===== src/rtl/gcd_dispatch.sv =====
// gcd_dispatch
//   Request/result buffering wrapper around the GCD black-box core.
//   Operand pairs are queued from a valid/ready source and issued to the core
//   one at a time. Pairs with a zero operand are answered locally, because the
//   core never terminates on a zero operand. Results are collected into an
//   output FIFO with full back-pressure and always leave in request order.
//
// Parameters
//   W      operand/result width (matches the core ports)
//   DEPTH  entries in each of the request and result FIFOs (power of 2, >=2)
//
// Ports
//   i_clk, i_rst          clock, synchronous active-high reset (shared with core)
//   i_s_valid/o_s_ready   upstream request handshake, operands i_s_a/i_s_b
//   o_m_valid/i_m_ready   downstream result handshake, result o_m_c
//   o_core_a/o_core_b     operands to the core (registered, held outside ISSUE)
//   o_core_in_valid       start request to the core
//   i_core_in_ready       core idle
//   i_core_out_valid      single-cycle, unstallable core result strobe
//   i_core_c              core result
//   o_busy                FSM not idle or either FIFO non-empty
module gcd_dispatch #(
    parameter int W     = 16,
    parameter int DEPTH = 4
) (
    input  logic         i_clk,
    input  logic         i_rst,
    input  logic         i_s_valid,
    output logic         o_s_ready,
    input  logic [W-1:0] i_s_a,
    input  logic [W-1:0] i_s_b,
    output logic         o_m_valid,
    input  logic         i_m_ready,
    output logic [W-1:0] o_m_c,
    output logic [W-1:0] o_core_a,
    output logic [W-1:0] o_core_b,
    output logic         o_core_in_valid,
    input  logic         i_core_in_ready,
    input  logic         i_core_out_valid,
    input  logic [W-1:0] i_core_c,
    output logic         o_busy
);

    localparam int AW = $clog2(DEPTH);
    localparam int CW = AW + 1;
    localparam logic [CW-1:0] DEPTH_C = CW'(DEPTH);

    localparam logic [1:0] ST_IDLE  = 2'd0;
    localparam logic [1:0] ST_ISSUE = 2'd1;
    localparam logic [1:0] ST_WAIT  = 2'd2;

    logic [1:0] state;

    // Request FIFO storage and control
    logic [W-1:0]  req_a_mem [DEPTH];
    logic [W-1:0]  req_b_mem [DEPTH];
    logic [AW-1:0] req_wr_ptr;
    logic [AW-1:0] req_rd_ptr;
    logic [CW-1:0] req_count;

    // Result FIFO storage and control
    logic [W-1:0]  res_mem [DEPTH];
    logic [AW-1:0] res_wr_ptr;
    logic [AW-1:0] res_rd_ptr;
    logic [CW-1:0] res_count;

    logic [W-1:0] head_a;
    logic [W-1:0] head_b;
    logic         head_zero;
    logic         req_push;
    logic         req_pop;
    logic         res_push;
    logic         res_pop;
    logic         res_has_slot;
    logic         idle_go;
    logic         bypass;
    logic         issue_accept;
    logic         core_done;
    logic [W-1:0] res_din;

    // ------------------------------------------------------------------
    // Handshake and dispatch decisions
    // ------------------------------------------------------------------
    assign o_s_ready = (req_count < DEPTH_C);
    assign req_push  = i_s_valid && o_s_ready;

    assign head_a    = req_a_mem[req_rd_ptr];
    assign head_b    = req_b_mem[req_rd_ptr];
    assign head_zero = (head_a == '0) || (head_b == '0);

    assign o_m_valid = (res_count != '0);
    assign res_pop   = o_m_valid && i_m_ready;

    // A pop in the same cycle frees a slot, so a full result FIFO that is
    // being drained still lets IDLE make progress.
    assign res_has_slot = (res_count < DEPTH_C) || res_pop;

    // Once IDLE leaves for ISSUE no other result push can happen until the
    // core answers, so the slot checked here stays reserved for that answer.
    assign idle_go      = (state == ST_IDLE) && (req_count != '0) && res_has_slot;
    assign bypass       = idle_go && head_zero;
    assign issue_accept = (state == ST_ISSUE) && i_core_in_ready;
    assign core_done    = (state == ST_WAIT) && i_core_out_valid;

    assign req_pop  = bypass || issue_accept;
    assign res_push = bypass || core_done;

    // gcd(x,0) = x and gcd(0,0) = 0, so OR of the operands is the answer.
    assign res_din = bypass ? (head_a | head_b) : i_core_c;

    // Head of the result FIFO; forced to zero when empty so the output is
    // defined straight out of reset even though storage is not cleared.
    assign o_m_c = o_m_valid ? res_mem[res_rd_ptr] : '0;

    assign o_core_in_valid = (state == ST_ISSUE);
    assign o_busy = (state != ST_IDLE) || (req_count != '0) || (res_count != '0);

    // ------------------------------------------------------------------
    // Request FIFO
    // ------------------------------------------------------------------
    always_ff @(posedge i_clk) begin
        if (req_push) begin
            req_a_mem[req_wr_ptr] <= i_s_a;
            req_b_mem[req_wr_ptr] <= i_s_b;
        end
    end

    always_ff @(posedge i_clk) begin
        if (i_rst) begin
            req_wr_ptr <= '0;
            req_rd_ptr <= '0;
            req_count  <= '0;
        end else begin
            if (req_push) begin
                req_wr_ptr <= req_wr_ptr + AW'(1);
            end
            if (req_pop) begin
                req_rd_ptr <= req_rd_ptr + AW'(1);
            end
            req_count <= req_count + CW'(req_push) - CW'(req_pop);
        end
    end

    // ------------------------------------------------------------------
    // Result FIFO
    // ------------------------------------------------------------------
    // At full with a simultaneous pop, the write lands on the slot being
    // read this cycle; the reader has already consumed the old value.
    always_ff @(posedge i_clk) begin
        if (res_push) begin
            res_mem[res_wr_ptr] <= res_din;
        end
    end

    always_ff @(posedge i_clk) begin
        if (i_rst) begin
            res_wr_ptr <= '0;
            res_rd_ptr <= '0;
            res_count  <= '0;
        end else begin
            if (res_push) begin
                res_wr_ptr <= res_wr_ptr + AW'(1);
            end
            if (res_pop) begin
                res_rd_ptr <= res_rd_ptr + AW'(1);
            end
            res_count <= res_count + CW'(res_push) - CW'(res_pop);
        end
    end

    // ------------------------------------------------------------------
    // Issue FSM: one core operation outstanding at a time keeps results
    // in request order.
    // ------------------------------------------------------------------
    always_ff @(posedge i_clk) begin
        if (i_rst) begin
            state    <= ST_IDLE;
            o_core_a <= '0;
            o_core_b <= '0;
        end else begin
            case (state)
                ST_IDLE: begin
                    if (idle_go && !head_zero) begin
                        state    <= ST_ISSUE;
                        o_core_a <= head_a;
                        o_core_b <= head_b;
                    end
                end
                ST_ISSUE: begin
                    if (i_core_in_ready) begin
                        state <= ST_WAIT;
                    end
                end
                ST_WAIT: begin
                    if (i_core_out_valid) begin
                        state <= ST_IDLE;
                    end
                end
                default: begin
                    state <= ST_IDLE;
                end
            endcase
        end
    end

endmodule


===== config.mk =====
export PLATFORM = sky130hd
export DESIGN_NAME = gcd_dispatch
export DESIGN_NICKNAME = d
export VERILOG_FILES = /design/src/rtl/gcd_dispatch.sv
export SDC_FILE = /design/constraint.sdc
export NUM_CORES = 1
export LEC_CHECK = 0
export BUFFER_PORTS_ARGS = -buffer_cell sky130_fd_sc_hd__buf_2
export CORE_MARGIN = 2
export CORE_UTILIZATION = 42
export CTS_CLUSTER_DIAMETER = 100
export DETAILED_ROUTE_END_ITERATION = 8
export GPL_TIMING_DRIVEN = 0
export SLEW_MARGIN = 25
export SYNTH_ARGS = -nofsm -noshare
export SYNTH_HDL_FRONTEND = slang
export SYNTH_SLANG_ARGS = --single-unit

===== constraint.sdc =====
create_clock -name i_clk -period 9.9 [get_ports i_clk]
set_input_delay 1.98 -clock i_clk [delete_from_list [all_inputs] [get_ports i_clk]]
set_output_delay 1.98 -clock i_clk [all_outputs]
set_load 0.005 [all_outputs]

==> implementation parameters <==
Parameter                              Value

Place
  Placed wire-length estimate after detailed placement ... 16330 um
  Number of buffers inserted by port buffering ... 104
  Final Wtd Congestion ... 0.8748
  Post-DP Area ... 11030 sq um
  Total instance count after detailed placement ... 1044

Power
  Switching power summed over all nets ... 1.034 mW
  Power Density ... 274.3 nW/um^2
  Largest vdd supply drop ... 0.0001863 V
  Leak pwr ... 4.139 nW
  Proportion of total power due to net switching ... 31.82%
  Part of the total power dissipated in sequential elements ... 41.2%
  Portion of total power attributed to combinational logic ... 30.1%
  Clock network fraction of total power ... 28.6%
  Cell-internal power ... 2.215 mW

STA
  Final setup TNS ... 0 ns
  Slew at the pin with the worst max-slew slack ... 0.8483 ns
  Final setup violation count ... 0
  Max Freq ... 206.4 MHz
  Final Hold Fails ... 0
  Number of pins exceeding their max-slew limit in the final report ... 0
  Setup repair after global routing missed its margin ... no
  Worst Clk Skew ... 0.01360 ns
  Period utilisation layout ... 48.93%
  Max-slew headroom at the worst pin ... 43.45%
  Minimum period implied by the final worst setup slack ... 4.844 ns

Clock tree
  Clock transition at the registers of the reported paths ... 0.06 ns
  Clk Tree Root Cell ... sky130_fd_sc_hd__clkbuf_16
  Sink Count ... 244
  CTS resizes ... 0
  Number of buffers between clock root and the deepest sink ... 3
  Number of buffers added to fix hold violations after cts ... 0
  Number of post-CTS setup repair buffers ... 0
  Clock tree from TritonCTS ... built
  Max H-tree Level ... 1
  Worst skew pair latency ... 0.53 ns
  Number of buffers added by the clock tree synthesis step ... 25

Critical path
  Worst Path Required ... 7.92 ns
  Critical path data arrival time ... 2.86 ns
  Maximum fanout along the worst path ... 10
  Cell count of the worst reg-to-reg path ... 14
  CP Launch Type ... flip-flop
  R2r endpoint ... res_count[2]
  Setup slack, reg-to-reg ... 5.84 ns
  Worst Setup End Kind ... output pin
  CP Class ... flip-flop to output pin
  Termination of the worst setup path ... o_m_c[13]

Finish
  Post-route standard cell area excluding fillers ... 11850 sq um
  Total number of nets in the final design ... 819
  Fill count ... 1970
  Layout cell share with drive strength beyond 1 ... 29.83%
  Count of inserted antenna diode cells ... 0
  Area added between synthesis and finish ... 18.28%
  Final standard cell count with taps included and fillers excluded ... 1090

Synth
  Area contributors post-synth ... sky130_fd_sc_hd__edfxtp_1, sky130_fd_sc_hd__mux4_2, sky130_fd_sc_hd__dfxtp_1, sky130_fd_sc_hd__o31ai_1, sky130_fd_sc_hd__nand4_1
  Area leader, netlist ... sky130_fd_sc_hd__edfxtp_1
  Post-Synthesis Cell Area ... 10010 sq um
  Mean area per synthesized cell ... 16.23 sq um
  Portion of synthesized cell area occupied by the leading cell type ... 57.57%
  Share of synthesized area occupied by flip-flops and latches ... 67.97%
  Net Count, Synth ... 684
  Warnings from Yosys ... 0
  Distinct cell type count of the synthesized netlist ... 44
  Post-Syn Instances ... 617
  Seq cells post-synth ... 244

Routing
  Initial drt markers ... 479
  Post-detailed-route DRC marker count ... 0
  Detailed-route wire length ... 22860 um
  First-pass iteration count of the detailed router ... 7
  Routed len/inst ... 20.97 um
  Per-cell via count in the routed design ... 5.338
  Number of nets still failing antenna checks after routing ... 0
  Total vias in the final route ... 5818

Floorplanning
  Core ar. ... 23470 sq um
  Horiz. Die Dim ... 158.4 um
  Number of placement rows ... 56
  DIE AREA ... 25100 sq um
  Top-level I/O count ... 106
  Height of the die ... 158.4 um
  Initial standard-cell utilization of the core ... 42.67%

Global routing
  Vias in the first global route ... 5917
  Total global routing overflow ... 0
  Number of antenna violations at the first check in global routing ... 0
  Global-route total usage across every layer ... 18.48%
  Maximum number of pins on one net before global-route repair ... 26
  Wire length of the first global-routing pass ... 34400 um

Run
  Count of max-cap constraint violations ... 0

Status
  Outcome ... completed

Hold path
  Worst hold-check path type ... flip-flop to flip-flop
[power groups by stage]
stage	Combinational [mW]	Clock (mW)	Sequential (mW)
after CTS	0.991	0.949	1.34
final	0.979	0.930	1.34
after floorplan	0.631	0	1.33
after global routing	1.08	0.989	1.35
after global placement	0.955	0	1.36
after detailed placement	0.989	0	1.36
[registers in the layout (all words and copies together) (netlist names), named ones only]
register,cells
req_a_mem,64
req_count,3
o_core_a,16
req_rd_ptr,2
req_wr_ptr,2
res_rd_ptr,2
res_wr_ptr,2
req_b_mem,64
o_core_b,16
res_mem,64
res_count,3
state,2
[per-layer routing]
metal	up-vias	wire length, um	track usage (%)
met5	-	0	0
met4	0	622	5.148
met3	40	1370	3.130
met2	225	10830	30.58
met1	2867	10040	25.43
li1	2686	-	-
[per-stage QoR]
stage	worst slack [ns]	total power [mW]	hold WS, ns	util, %
6_report	5.056	3.249	0.4821	50.46
5_1_grt	4.775	3.418	0.5058	50.46
4_1_cts	4.906	3.280	0.4798	50.46
3_5_place_dp	5.009	2.349	0.4709	46.98
3_3_place_gp	5.089	2.311	0.4649	46.58
2_1_floorplan	5.515	1.959	0.4646	-
[layout by cell type, fill, tap and decap left out, types with 9 or more instances in the layout]
master                        n
sky130_fd_sc_hd__a21oi_1     39
sky130_fd_sc_hd__and2_1      18
sky130_fd_sc_hd__buf_2      111
sky130_fd_sc_hd__buf_6       11
sky130_fd_sc_hd__clkbuf_1    23
sky130_fd_sc_hd__clkbuf_16   25
sky130_fd_sc_hd__dfxtp_1     52
sky130_fd_sc_hd__edfxtp_1   192
sky130_fd_sc_hd__ha_1        11
sky130_fd_sc_hd__inv_1       26
sky130_fd_sc_hd__mux2i_1     16
sky130_fd_sc_hd__mux4_2      48
sky130_fd_sc_hd__nand3_1      9
sky130_fd_sc_hd__nand4_1     33
sky130_fd_sc_hd__nor2_1      31
sky130_fd_sc_hd__o31ai_1     32
[critical path: stages, from the launching register on]
cell and delay [ns]:
sky130_fd_sc_hd__dfxtp_1 0.31, sky130_fd_sc_hd__clkbuf_1 0.43, sky130_fd_sc_hd__buf_1 0.70, sky130_fd_sc_hd__mux4_2 0.61
sky130_fd_sc_hd__and2_1 0.17, sky130_fd_sc_hd__buf_2 0.12
[cell usage after synthesis, drive strengths merged]
| cell type | instances |
|---|---|
| edfxtp | 192 |
| dfxtp | 52 |
| mux4 | 48 |
| a21oi | 40 |
| nand4 | 34 |
| o31ai | 32 |
| nor2 | 31 |
| buf | 27 |
| inv | 26 |
| and2 | 22 |
| clkbuf | 20 |
| mux2i | 16 |
| ha | 11 |
| nand3 | 9 |
| nor4 | 9 |
| nor2b | 6 |
| xnor2 | 6 |
| nand2 | 5 |
| nor3 | 5 |
| o211ai | 4 |
| o21a | 4 |
| and4 | 2 |
| fa | 2 |
| o21ai | 2 |
| a211oi | 1 |
| a22oi | 1 |
| a32oi | 1 |
| and3 | 1 |
| and3b | 1 |
| nand2b | 1 |
| nor3b | 1 |
| o2111ai | 1 |
| or3 | 1 |
| or4 | 1 |
| or4b | 1 |
| xor2 | 1 |
[worst min path at each step]
stage	to	slack, ns	startpoint	depth (start not counted)
global route	o_core_a[11]	0.51	o_core_a[11]	2
floorplan	o_core_a[0]	0.46	o_core_a[0]	2
finish	o_core_b[5]	0.48	o_core_b[5]	2
CTS	o_core_b[5]	0.48	o_core_b[5]	2
detailed placement	o_core_b[5]	0.47	o_core_b[5]	2
global placement	o_core_b[3]	0.46	o_core_b[3]	2
[area by class of cell]
type	count	area (sq um)	share of cell area (%)
plain buffers	47	286.5	2.419
clock buffers	32	691.9	5.841
clock inverters	14	126.4	1.067
inverters	26	97.59	0.8239
multi-input cells	300	2829	23.88
flip-flops and latches	244	6807	57.46
well taps	319	399.1	3.370
repair buffers	108	608.1	5.134
[logic make-up after synthesis]
| logic type | Yosys count | share of synthesized area [%] |
|---|---|---|
| buffers and inverters | 73 | 3.835 |
| DFF | 244 | 67.97 |
| AOI/OAI and AO/OA | 86 | 5.535 |
| muxes | 64 | 12.39 |
| adders and majority gates | 13 | 1.774 |
| xor gates and xnor gates | 7 | 0.6122 |
| and+or+nand+nor | 130 | 7.884 |
Note: power is estimated with default switching activity, not from simulation.
